## config.mk

```make
export PLATFORM = sky130hd
export DESIGN_NAME = in_packet_flat
export DESIGN_NICKNAME = d
export VERILOG_FILES = /design/src/rtl/in_packet_if.sv /design/src/rtl/in_packet.sv /design/src/flat_wrapper.sv
export SDC_FILE = /design/constraint.sdc
export NUM_CORES = 1
export LEC_CHECK = 0
export CELL_PAD_IN_SITES_DETAIL_PLACEMENT = 1
export CELL_PAD_IN_SITES_GLOBAL_PLACEMENT = 2
export CORE_AREA = 2 2 122 124
export DETAILED_ROUTE_END_ITERATION = 10
export DIE_AREA = 0 0 124 126
export GPL_TIMING_DRIVEN = 0
export HOLD_SLACK_MARGIN = 0.03
export PLACE_DENSITY = 0.81
export SYNTH_ARGS = -nofsm -noshare
export SYNTH_HDL_FRONTEND = slang
export SYNTH_SLANG_ARGS = --single-unit
```

## constraint.sdc

```tcl
create_clock -name Clk -period 4.2 [get_ports Clk]
set_clock_uncertainty 0.15 [all_clocks]
set_input_delay 1.05 -clock Clk [delete_from_list [all_inputs] [get_ports Clk]]
set_output_delay 1.05 -clock Clk [all_outputs]
set_load 0.01 [all_outputs]
```

## src/rtl/in_packet_if.sv

```systemverilog
// InBus beat interface for the packet chopper ingress: Val/Sop/Eop/Mod/Dat from the source, Rdy back.
// Mod carries the count of valid bytes on the Eop beat, counted from the most significant byte.
interface in_packet_if #(
    parameter int DATA_WIDTH = 64
);
    localparam int BYTE_W = DATA_WIDTH / 8;
    localparam int MOD_W  = $clog2(BYTE_W) + 1;

    logic                  Val;
    logic                  Sop;
    logic                  Eop;
    logic [MOD_W-1:0]      Mod;
    logic [DATA_WIDTH-1:0] Dat;
    logic                  Rdy;

    modport master (output Val, Sop, Eop, Mod, Dat, input Rdy);
    modport slave  (input Val, Sop, Eop, Mod, Dat, output Rdy);
endinterface

```

## src/rtl/in_packet.sv

```systemverilog
// in_packet: writes InBus packets word-by-word into the packet FIFO, zero-pads the Eop word,
// pulses InBus_Error on protocol/Mod/overflow faults. Define IN_PACKET_LEN_CHECK_EN to add the length-header check.
module in_packet #(
    parameter int DATA_WIDTH = 64
) (
    input  logic                  Clk,
    input  logic                  Rst,
    in_packet_if.slave            InBus,
    input  logic                  fifo_full,
    output logic                  fifo_wr,
    output logic [DATA_WIDTH-1:0] fifo_data_in,
    output logic                  InBus_Error,
    output logic [15:0]           pkt_count
);
    localparam int BYTE_W = DATA_WIDTH / 8;
    localparam int MOD_W  = $clog2(BYTE_W) + 1;

    typedef enum logic [1:0] {IDLE, BODY, DROP} state_t;

    state_t                state_q, state_d;
    logic                  fifo_wr_q, fifo_wr_d;
    logic [DATA_WIDTH-1:0] fifo_data_q, fifo_data_d;
    logic                  err_q, err_d;
    logic [15:0]           pkt_count_q, pkt_count_d;
    logic [15:0]           byte_cnt_q, byte_cnt_d;
`ifdef IN_PACKET_LEN_CHECK_EN
    logic [15:0]           total_len_q, total_len_d;
    logic [15:0]           len_ref;
`endif

    logic                  start_pkt, cont_pkt, mod_bad, len_bad;
    logic [MOD_W-1:0]      mod_eff;
    logic [15:0]           beat_bytes, cnt_next;

    // Keep the top n bytes, clear the rest (bytes arrive MSB-first).
    function automatic logic [DATA_WIDTH-1:0] mask_tail(input logic [DATA_WIDTH-1:0] d,
                                                        input logic [MOD_W-1:0] n);
        logic [DATA_WIDTH-1:0] r;
        r = d;
        for (int i = 0; i < BYTE_W; i++)
            if (i < BYTE_W - int'(n)) r[8*i +: 8] = 8'h00;
        return r;
    endfunction

    function automatic logic [15:0] sat_add(input logic [15:0] a, input logic [15:0] b);
        logic [16:0] s;
        s = {1'b0, a} + {1'b0, b};
        return s[16] ? 16'hFFFF : s[15:0];
    endfunction

    assign InBus.Rdy    = ~fifo_full & ~Rst;
    assign fifo_wr      = fifo_wr_q;
    assign fifo_data_in = fifo_data_q;
    assign InBus_Error  = err_q;
    assign pkt_count    = pkt_count_q;

    always_comb begin
        state_d     = state_q;
        fifo_wr_d   = 1'b0;
        fifo_data_d = fifo_data_q;
        err_d       = 1'b0;
        pkt_count_d = pkt_count_q;
        byte_cnt_d  = byte_cnt_q;
        start_pkt   = 1'b0;
        cont_pkt    = 1'b0;
        len_bad     = 1'b0;
        cnt_next    = byte_cnt_q;
`ifdef IN_PACKET_LEN_CHECK_EN
        total_len_d = total_len_q;
        len_ref     = total_len_q;
`endif
        mod_bad    = InBus.Eop && (InBus.Mod == '0 || InBus.Mod > MOD_W'(BYTE_W));
        mod_eff    = mod_bad ? MOD_W'(BYTE_W) : InBus.Mod;
        beat_bytes = InBus.Eop ? 16'(mod_eff) : 16'(BYTE_W);

        // A full FIFO on a beat that would be written aborts the packet; the rest is discarded.
        if (InBus.Val) begin
            case (state_q)
                IDLE: begin
                    if (!InBus.Sop) begin
                        err_d = 1'b1;
                    end else if (fifo_full) begin
                        err_d   = 1'b1;
                        state_d = InBus.Eop ? IDLE : DROP;
                    end else begin
                        start_pkt = 1'b1;
                    end
                end
                BODY: begin
                    if (fifo_full) begin
                        err_d   = 1'b1;
                        state_d = InBus.Eop ? IDLE : DROP;
                    end else if (InBus.Sop) begin
                        err_d     = 1'b1;
                        start_pkt = 1'b1;
                    end else begin
                        cont_pkt = 1'b1;
                    end
                end
                DROP: begin
                    if (InBus.Sop && !fifo_full) begin
                        start_pkt = 1'b1;
                    end else if (InBus.Sop) begin
                        err_d   = 1'b1;
                        state_d = InBus.Eop ? IDLE : DROP;
                    end else if (InBus.Eop) begin
                        state_d = IDLE;
                    end
                end
                default: state_d = IDLE;
            endcase
        end

        if (start_pkt || cont_pkt) begin
            fifo_wr_d   = 1'b1;
            fifo_data_d = InBus.Eop ? mask_tail(InBus.Dat, mod_eff) : InBus.Dat;
            cnt_next    = start_pkt ? beat_bytes : sat_add(byte_cnt_q, beat_bytes);
            byte_cnt_d  = cnt_next;
`ifdef IN_PACKET_LEN_CHECK_EN
            if (start_pkt) begin
                total_len_d = InBus.Dat[DATA_WIDTH-1 -: 16];
                len_ref     = InBus.Dat[DATA_WIDTH-1 -: 16];
            end
            len_bad = InBus.Eop && ((cnt_next != len_ref) || (len_ref < 16'd2));
`endif
            if (InBus.Eop) begin
                state_d = IDLE;
                if (mod_bad || len_bad) err_d = 1'b1;
                else pkt_count_d = pkt_count_q + 16'd1;
            end else begin
                state_d = BODY;
            end
        end
    end

    always_ff @(posedge Clk or posedge Rst) begin
        if (Rst) begin
            state_q     <= IDLE;
            fifo_wr_q   <= 1'b0;
            fifo_data_q <= '0;
            err_q       <= 1'b0;
            pkt_count_q <= 16'd0;
            byte_cnt_q  <= 16'd0;
`ifdef IN_PACKET_LEN_CHECK_EN
            total_len_q <= 16'd0;
`endif
        end else begin
            state_q     <= state_d;
            fifo_wr_q   <= fifo_wr_d;
            fifo_data_q <= fifo_data_d;
            err_q       <= err_d;
            pkt_count_q <= pkt_count_d;
            byte_cnt_q  <= byte_cnt_d;
`ifdef IN_PACKET_LEN_CHECK_EN
            total_len_q <= total_len_d;
`endif
        end
    end
endmodule

```

## src/flat_wrapper.sv

```systemverilog
// flat-port wrapper written by rule: the top's interface ports become plain ports
module in_packet_flat 
#(
    parameter int DATA_WIDTH = 64
)
  (Clk, Rst, fifo_full, fifo_wr, fifo_data_in, InBus_Error, pkt_count, InBus_Val, InBus_Sop, InBus_Eop, InBus_Mod, InBus_Dat, InBus_Rdy);
  in_packet_if #(.DATA_WIDTH(DATA_WIDTH)) InBus_i ();
  input  logic Clk;
  input  logic Rst;
  input  logic fifo_full;
  output logic fifo_wr;
  output logic [DATA_WIDTH-1:0] fifo_data_in;
  output logic InBus_Error;
  output logic [15:0] pkt_count;
  input wire logic [$bits(InBus_i.Val)-1:0] InBus_Val;
  input wire logic [$bits(InBus_i.Sop)-1:0] InBus_Sop;
  input wire logic [$bits(InBus_i.Eop)-1:0] InBus_Eop;
  input wire logic [$bits(InBus_i.Mod)-1:0] InBus_Mod;
  input wire logic [$bits(InBus_i.Dat)-1:0] InBus_Dat;
  output wire logic [$bits(InBus_i.Rdy)-1:0] InBus_Rdy;
  assign InBus_i.Val = InBus_Val;
  assign InBus_i.Sop = InBus_Sop;
  assign InBus_i.Eop = InBus_Eop;
  assign InBus_i.Mod = InBus_Mod;
  assign InBus_i.Dat = InBus_Dat;
  assign InBus_Rdy = InBus_i.Rdy;
  in_packet #(.DATA_WIDTH(DATA_WIDTH)) u_core (.Clk(Clk), .Rst(Rst), .InBus(InBus_i), .fifo_full(fifo_full), .fifo_wr(fifo_wr), .fifo_data_in(fifo_data_in), .InBus_Error(InBus_Error), .pkt_count(pkt_count));
endmodule
```

Word-level counts from Yosys, hierarchy flattened --
Index checks and enable logic that the tools add are counted. Widths: inputs -> output; s select.
Word-level totals: flip-flop bits (word level) 84, latch bits 0, memory bits (writable) 0, memory bits (read-only) 0, logic and storage cells 76, memories 0
Cells by class: add/subtract/negate cells 2, multiply operators 0, div/mod/pow operators 0, $lt $le $gt $ge 9, equal/unequal tests 5, shift-type cells 0, mux-type cells 41, bitwise gates (word level) 4, reductions and logical operators 10
Operators with widths (count):
- $lt 4x32->1 const A | 4
- $lt 3x32->1 const A | 2
- $mux 64 | 1
- $mux 8 | 8
- $lt 1x32->1 const A | 1
- $lt 2x32->1 const A | 1
- $mux 1 | 20
- $add 16x1->16 const B | 1
- $mux 2 | 8
- $pmux 1 s3 | 2
- $pmux 2 s3 | 1
- $sub 4x4->5 const A | 1
- $gt 4x4->1 const B | 1
- $logic_not 4->1 | 1
- $mux 4 | 1
- $ne 4x3->1 const B | 1
- $reduce_and 4->1 | 1
- $ne 3x2->1 const B | 1
- $ne 3x3->1 const B | 1
- $not 1->1 | 3
- $reduce_and 3->1 | 1
- $eq 2x1->1 const B | 1
- $eq 2x2->1 const B | 1
- $logic_and 1x1->1 | 2
- 5 further kinds | 6

Depth between registers and ports, before layout --
Gate-level depths: netlist of run 1.
depth in word-level cells 8, mapped depth 9

Worst setup path before layout of run 1 --
Ideal clock, no wire load.
path kind input -> register, start point input port InBus_Eop, end point register u_core.fifo_data_q[40] (netlist: u_core.fifo_data_in[40]), setup time 0.121 ns, data arrival time 2.479 ns, required time 3.929 ns, setup slack 1.450 ns, cell stages on the path 8, buffers on the path 1, path through buf_2 nand2_1 nand2_1 ha_1 or2_1 o21ai_2 a31oi_2 a22o_1
On the way: cells in the longest elaborated chain, start to end 6
RTL lines:
- start, declared | line flat_wrapper.sv:17 | input wire logic [$bits(InBus_i.Eop)-1:0] InBus_Eop;
- $logic_and 1x1->1 | line in_packet.sv:72 | mod_bad = InBus.Eop && (InBus.Mod == '0 || InBus.Mod > MOD_W'(BYTE_W));
- $mux 4 | line in_packet.sv:73 | mod_eff = mod_bad ? MOD_W'(BYTE_W) : InBus.Mod;
- $sub 4x4->5 | line in_packet.sv:41 | if (i < BYTE_W - int'(n)) r[8*i +: 8] = 8'h00;
- $lt 4x32->1 | line in_packet.sv:41
- $mux 8 | line in_packet.sv:41
- $mux 64 * | line in_packet.sv:116 | fifo_data_d = InBus.Eop ? mask_tail(InBus.Dat, mod_eff) : InBus.Dat;
- end signal, assigned | line in_packet.sv:150 | fifo_data_q <= fifo_data_d;
- end, declared | line in_packet.sv:22 | logic [DATA_WIDTH-1:0] fifo_data_q, fifo_data_d;
Every way passes the cells marked *; elsewhere a longest branch is shown, timed or not. A chain may end at the register's enable or synchronous reset.

Final worst setup path of run 1 --
start point input port fifo_full, end point output port InBus_Rdy
On the way: cells in the longest elaborated chain, start to end 2
RTL lines:
- start, declared | line flat_wrapper.sv:10 | input logic fifo_full;
- $not 1->1 | line in_packet.sv:51 | assign InBus.Rdy = ~fifo_full & ~Rst;
- $and 1x1->1 | line in_packet.sv:51
- end, declared | line flat_wrapper.sv:20 | output wire logic [$bits(InBus_i.Rdy)-1:0] InBus_Rdy;
Every way passes these cells.

==> impl_metrics.toml, run 1 <==
[drt]
wl_per_cell_um = 16.8
vias = 2936
wl_um = 10900
ant_nets = 0
drt_iter0_markers = 62
route.detailed.drc = 0
dr.pass1.iters = 4
avgViaCountPerCell = 4.54

[clocking]
cts_tree = "done"
cts_resized = 0
cts-htree-levels = 3
clk_latency_ns = 0.34
clkSlewWorstSetupHoldPaths_ns = 0.06
post-cts-setup-buffer-count = 0
numCtsBuffers = 9
cts_hold_buf = 0
cts.path.max_buffers = 2
root_buffer = "clkbuf_16"
clock-sinks = 84

[place]
placedInstanceArea_um2 = 5350
io_buffers = 155
gp_congestion = 0.789
place_hpwl_um = 8110

[sta]
slew_headroom = 0.545
finalSetupViolations = 0
worst_pin_slew_ns = 0.680
hold_viol_final = 0
rsz0062_at_grt = "false"
fmax_ghz = 0.292
post-route-period-util = 0.816
slew_violations = 0
period_needed_ns = 3.43
fin_tns_setup_ns = 0

[worst_setup_path]
crit_path_frequent_cell = "clkdlybuf4s50_1"
cpPeakStageDelay_ns = 0.54
path_cells = "clkdlybuf4s50_1, nor2_1, clkdlybuf4s50_1"
endpoint = "InBus_Rdy"
crit_slowest_cell = "clkdlybuf4s50_1"
r2r_end = "u_core.fifo_data_in[0]$_DFFE_PP0P_"
cp-start-kind = "input port"
arrival_ns = 2.23
startpoint = "fifo_full"
crit_path_end_kind = "output pin"
r2r_start = "u_core.state_q[0]$_DFFE_PP0P_"
critPathRequiredTime_ns = 3.00
r2r_setup_slack_ns = 2.29
criticalPathCategory = "input port to output pin"
path_max_fanout = 6
worstRegToRegCells = 4

[floorplanning]
start_util = 0.247
row_count = 44
die_h_um = 126
chipWidth_um = 124
design.die.area_um2 = 15600
placeableCoreArea_um2 = 14300
ios = 157

[global_routing]
grt_pass1_vias = 3235
overflow = 0
grt_first_pass_wirelength_um = 17500
antenna_found_initial = 0
grt_max_degree = 44
grt_use_total = 0.145

[synthesis]
synth_warnings = 0
synth_top_cell_by_area = "dfrtp_1"
synth.top_cells.by_area = "dfrtp_1, a22o_1, nand2_1"
mappedNetlistArea_um2 = 3540
synth_top_area_frac = 0.594
ys_seq_area_frac = 0.594
syn_avg_cell_area_um2 = 12.2
yosys_register_bits = 84
synthCells = 291
synth_cell_types = 41
syn_nets = 368

[final_layout]
nets = 535
antenna_cells = 0
nFillCells = 1556
drive_gt1_frac = 0.0886
syn2layout_area_growth_pct = 60.0
fin_area_um2 = 5660

[power]
powerDensity_nw_per_um2 = 471
leakage_nw = 2.48
vdd_drop_max_mv = 0.215

[outcome]
status = "finished clean"

[run]
drv_cap = 0

[hold_path]
hp-class = "register to register"
## area by class of cell
type / count / area (um2) / area share
Sequential cell: 84 / 2100 / 0.371
Inverter: 8 / 32.5 / 0.00574
Clock inverter: 6 / 73.8 / 0.0130
Tap cell: 184 / 230 / 0.0407
Multi-Input combinational cell: 187 / 1300 / 0.230
Timing Repair Buffer: 156 / 1580 / 0.279
Clock buffer: 10 / 239 / 0.0422
Buffer: 12 / 103 / 0.0181
## per-stage QoR
step	power (mW)	worst slack [ns]	util	hold slack (ns)	instances
after floorplan	1.38	0.835	-	0.354	291
after global placement	1.85	-0.674	0.372	0.310	630
after detailed placement	1.87	0.740	0.374	0.313	631
after CTS	2.72	0.758	0.396	0.330	647
after global routing	2.81	0.711	0.396	0.350	647
final	2.67	0.771	0.396	0.325	647
## where the power goes
part	internal [mW]	total [mW]	switching [mW]
Clock	0.482	0.821	0.339
Sequential	0.974	1.08	0.104
Combinational	0.465	0.768	0.303
Total	1.92	2.67	0.746
## metal layers
metal	GRT usage	up-vias	share of wire
met5	0	-	0
met1	0.186	1457	0.44
met4	0.0317	0	0.0074
met3	0.0584	9	0.081
li1	-	1374	-
met2	0.230	96	0.47
## kinds of logic after synthesis
family,synth area share
multiplexers,0.00318
AND/OR/NAND/NOR,0.129
AO/OA/AOI/OAI,0.181
adder cells (fa/ha/maj),0.0106
XOR/XNOR,0.0442
flip-flops,0.594
buffers and inverters,0.0375
## Yosys cell counts, drive strengths merged
master	number
clkbuf	1
and4	3
nand2b	2
a21oi	1
o32ai	1
and2b	4
o21ai	11
xnor2	2
a31oi	3
nand2	50
and2	2
buf	11
o211ai	2
a22o	48
nor4	5
or2	1
dfrtp	84
a221oi	2
o221ai	1
nand3	7
nor2	7
xor2	15
and3	2
mux2	1
nor3	11
nand4	1
ha	3
o22ai	1
o2111ai	1
inv	8
## registers in the layout, summed over array words and instances (netlist names)
| name | cells |
|---|---|
| u_core.state_q | 2 |
| u_core.fifo_wr | 1 |
| u_core.InBus_Error | 1 |
| u_core.fifo_data_in | 64 |
| u_core.pkt_count | 16 |
## worst min path at each step
stage                                   startpoint                             endpoint  slack [ns]  cells past startpoint
6_report       u_core.fifo_data_in[56]$_DFFE_PP0P_  u_core.fifo_data_in[56]$_DFFE_PP0P_        0.32                      2
2_1_floorplan     u_core.pkt_count[15]$_DFFE_PP0P_     u_core.pkt_count[15]$_DFFE_PP0P_        0.35                      1
4_1_cts        u_core.fifo_data_in[56]$_DFFE_PP0P_  u_core.fifo_data_in[56]$_DFFE_PP0P_        0.33                      2
3_5_place_dp   u_core.fifo_data_in[56]$_DFFE_PP0P_  u_core.fifo_data_in[56]$_DFFE_PP0P_        0.31                      2
3_3_place_gp      u_core.pkt_count[15]$_DFFE_PP0P_     u_core.pkt_count[15]$_DFFE_PP0P_        0.31                      1
5_1_grt        u_core.fifo_data_in[56]$_DFFE_PP0P_  u_core.fifo_data_in[56]$_DFFE_PP0P_        0.35                      2
## layout by cell type (no fill, tap or decap), types with 6 or more instances in the layout
master           synthesis  layout
nand2_1                 50      50
nor3_1                  10      10
o21ai_0                  8       8
inv_1                    7       6
xor2_1                  14      14
nand3_1                  7       7
clkbuf_16                0       9
nor2_1                   7       7
buf_6                    7       7
clkdlybuf4s50_1          0     155
dfrtp_1                 84      84
a22o_1                  48      48
## worst max-delay path: cells and delay by family
family / cells / cell delay, ns
buf+inv: 2 / 1.04
simple gates: 1 / 0.14
Power figures use the tool's default switching activity.
==> run 2, diff against run 1 <==
Settings changed: CORE_AREA 2 2 122 124 to 2 2 128 130, DIE_AREA 0 0 124 126 to 0 0 130 132, PLACE_DENSITY 0.81 to 0.77.
Clock period 4.2 ns to 3.1 ns, I/O delays scaled along.
==> impl_metrics.toml, run 2 (synthesis gave the netlist of run 1 again) <==
[floorplanning]
die_h_um = 132
placeableCoreArea_um2 = 15700
design.die.area_um2 = 17200
row_count = 46
ios = 157
chipWidth_um = 130
start_util = 0.225

[hold_path]
holdCritStartpoint = "u_core.fifo_data_in[56]$_DFFE_PP0P_"
hp-class = "register to register"
worstHoldPathCells = 2
holdPathEnd = "u_core.fifo_data_in[56]$_DFFE_PP0P_"

[power]
leakage_nw = 2.47
swShare = 0.280
vdd_drop_max_mv = 0.355
pwr-share-clk = 0.305
power.internal_mw = 2.60
pwr-share-comb = 0.288
pwr-share-seq = 0.406
powerDensity_nw_per_um2 = 634
p_switching_mw = 1.01

[clocking]
cts_tree = "done"
numCtsBuffers = 9
cts_hold_buf = 0
clkSlewWorstSetupHoldPaths_ns = 0.06
root_buffer = "clkbuf_16"
cts_resized = 0
cts.path.max_buffers = 2
clock-sinks = 84
cts-htree-levels = 3
clk_latency_ns = 0.35
post-cts-setup-buffer-count = 0

[global_routing]
grt_max_degree = 48
met1_usage = 0.160
use_met3 = 0.0394
overflow = 0
met2_usage = 0.224
grt_first_pass_wirelength_um = 17700
antenna_found_initial = 0
grt_use_total = 0.133
grt_pass1_vias = 3276
grt.busiest_layer = "met2"

[sta]
post-route-period-util = 0.933
rsz0062_at_grt = "false"
period_needed_ns = 2.89
worst_pin_slew_ns = 0.738
finalSetupViolations = 0
fmax_ghz = 0.346
slew_headroom = 0.506
hold_viol_final = 0
slew_violations = 0
fin_tns_setup_ns = 0

[worst_setup_path]
startpoint = "fifo_full"
critPathRequiredTime_ns = 2.17
criticalPathCategory = "input port to output pin"
r2r_end = "u_core.fifo_data_in[32]$_DFFE_PP0P_"
path_max_fanout = 6
crit_path_end_kind = "output pin"
r2r_start = "u_core.state_q[0]$_DFFE_PP0P_"
worstRegToRegCells = 4
cp-start-kind = "input port"
r2r_setup_slack_ns = 1.15
arrival_ns = 1.97

[final_layout]
largest_register_ffs = 64
final_common_cell = "clkdlybuf4s50_1"
nets = 535
syn2layout_area_growth_pct = 60.7
instances_no_fill = 680
drive_gt1_frac = 0.0864
layout_common_cells = "clkdlybuf4s50_1, dfrtp_1, nand2_1, a22o_1, xor2_1"

[place]
place_inst = 663
place_hpwl_um = 8230
io_buffers = 155
gp_congestion = 0.781

[drt]
route.detailed.drc = 0
dr.pass1.iters = 4
avgViaCountPerCell = 4.37
wl_um = 11000
drt_iter0_markers = 89
vias = 2971
wl_per_cell_um = 16.2
ant_nets = 0

[outcome]
status = "finished clean"

[run]
drv_cap = 0
## run 2: cell types whose count changed in the layout (fill, tap and decap cells not counted), sizes merged
| cell | previous run | this run |
|---|---|---|
| clkbuf | 11 | 12 |
| clkinv | 5 | 2 |
| clkinvlp | 0 | 1 |
| diode | 0 | 1 |
| inv | 8 | 9 |
## run 2: worst max-delay path by stage
stage	to	cells after the start
after floorplan	u_core.InBus_Error$_DFF_PP0_	1
after detailed placement	u_core.fifo_data_in[52]$_DFFE_PP0P_	8
after global placement	u_core.fifo_data_in[10]$_DFFE_PP0P_	2
after CTS	InBus_Rdy	3
after global routing	InBus_Rdy	3
final	InBus_Rdy	3
## run 2: area by class of cell
class | instances | area, um2
buffer | 12 | 103
antenna | 1 | 2.50
inverter | 8 | 32.5
timing repair buffer | 156 | 1570
fill | 1716 | 10000
clock inverter | 5 | 60.1
multi-input combinational | 187 | 1300
clock buffer | 11 | 243
tap | 216 | 270
sequential | 84 | 2100
## run 2: metal layers
| layer | share of wire | vias up |
|---|---|---|
| met5 | 0 | - |
| met4 | 0.018 | 0 |
| met3 | 0.059 | 13 |
| met2 | 0.49 | 93 |
| met1 | 0.43 | 1485 |
| li1 | - | 1380 |
## run 2: critical path: stages
cell and delay, ns:
clkdlybuf4s50_1 0.51, nor2_1 0.14, clkdlybuf4s50_1 0.54
## run 2: power groups by stage
| stage | combinational [mW] | sequential (mW) | clock, mW |
|---|---|---|---|
| CTS | 1.06 | 1.47 | 1.15 |
| floorplan | 0.300 | 1.57 | 0 |
| finish | 1.04 | 1.47 | 1.10 |
| global placement | 1.03 | 1.48 | 0 |
| detailed placement | 1.06 | 1.49 | 0 |
| global route | 1.13 | 1.50 | 1.19 |
## run 2: stage by stage
stage	hold WS (ns)	utilization	cell area (um2)	power, mW	worst slack [ns]
after global routing	0.358	0.362	5690	3.82	0.147
final	0.333	0.362	5690	3.61	0.207
after detailed placement	0.320	0.343	5380	2.54	-0.0432
after floorplan	0.354	-	3540	1.87	0.00986
after CTS	0.336	0.362	5690	3.69	0.209
after global placement	0.310	0.341	5360	2.51	-1.48
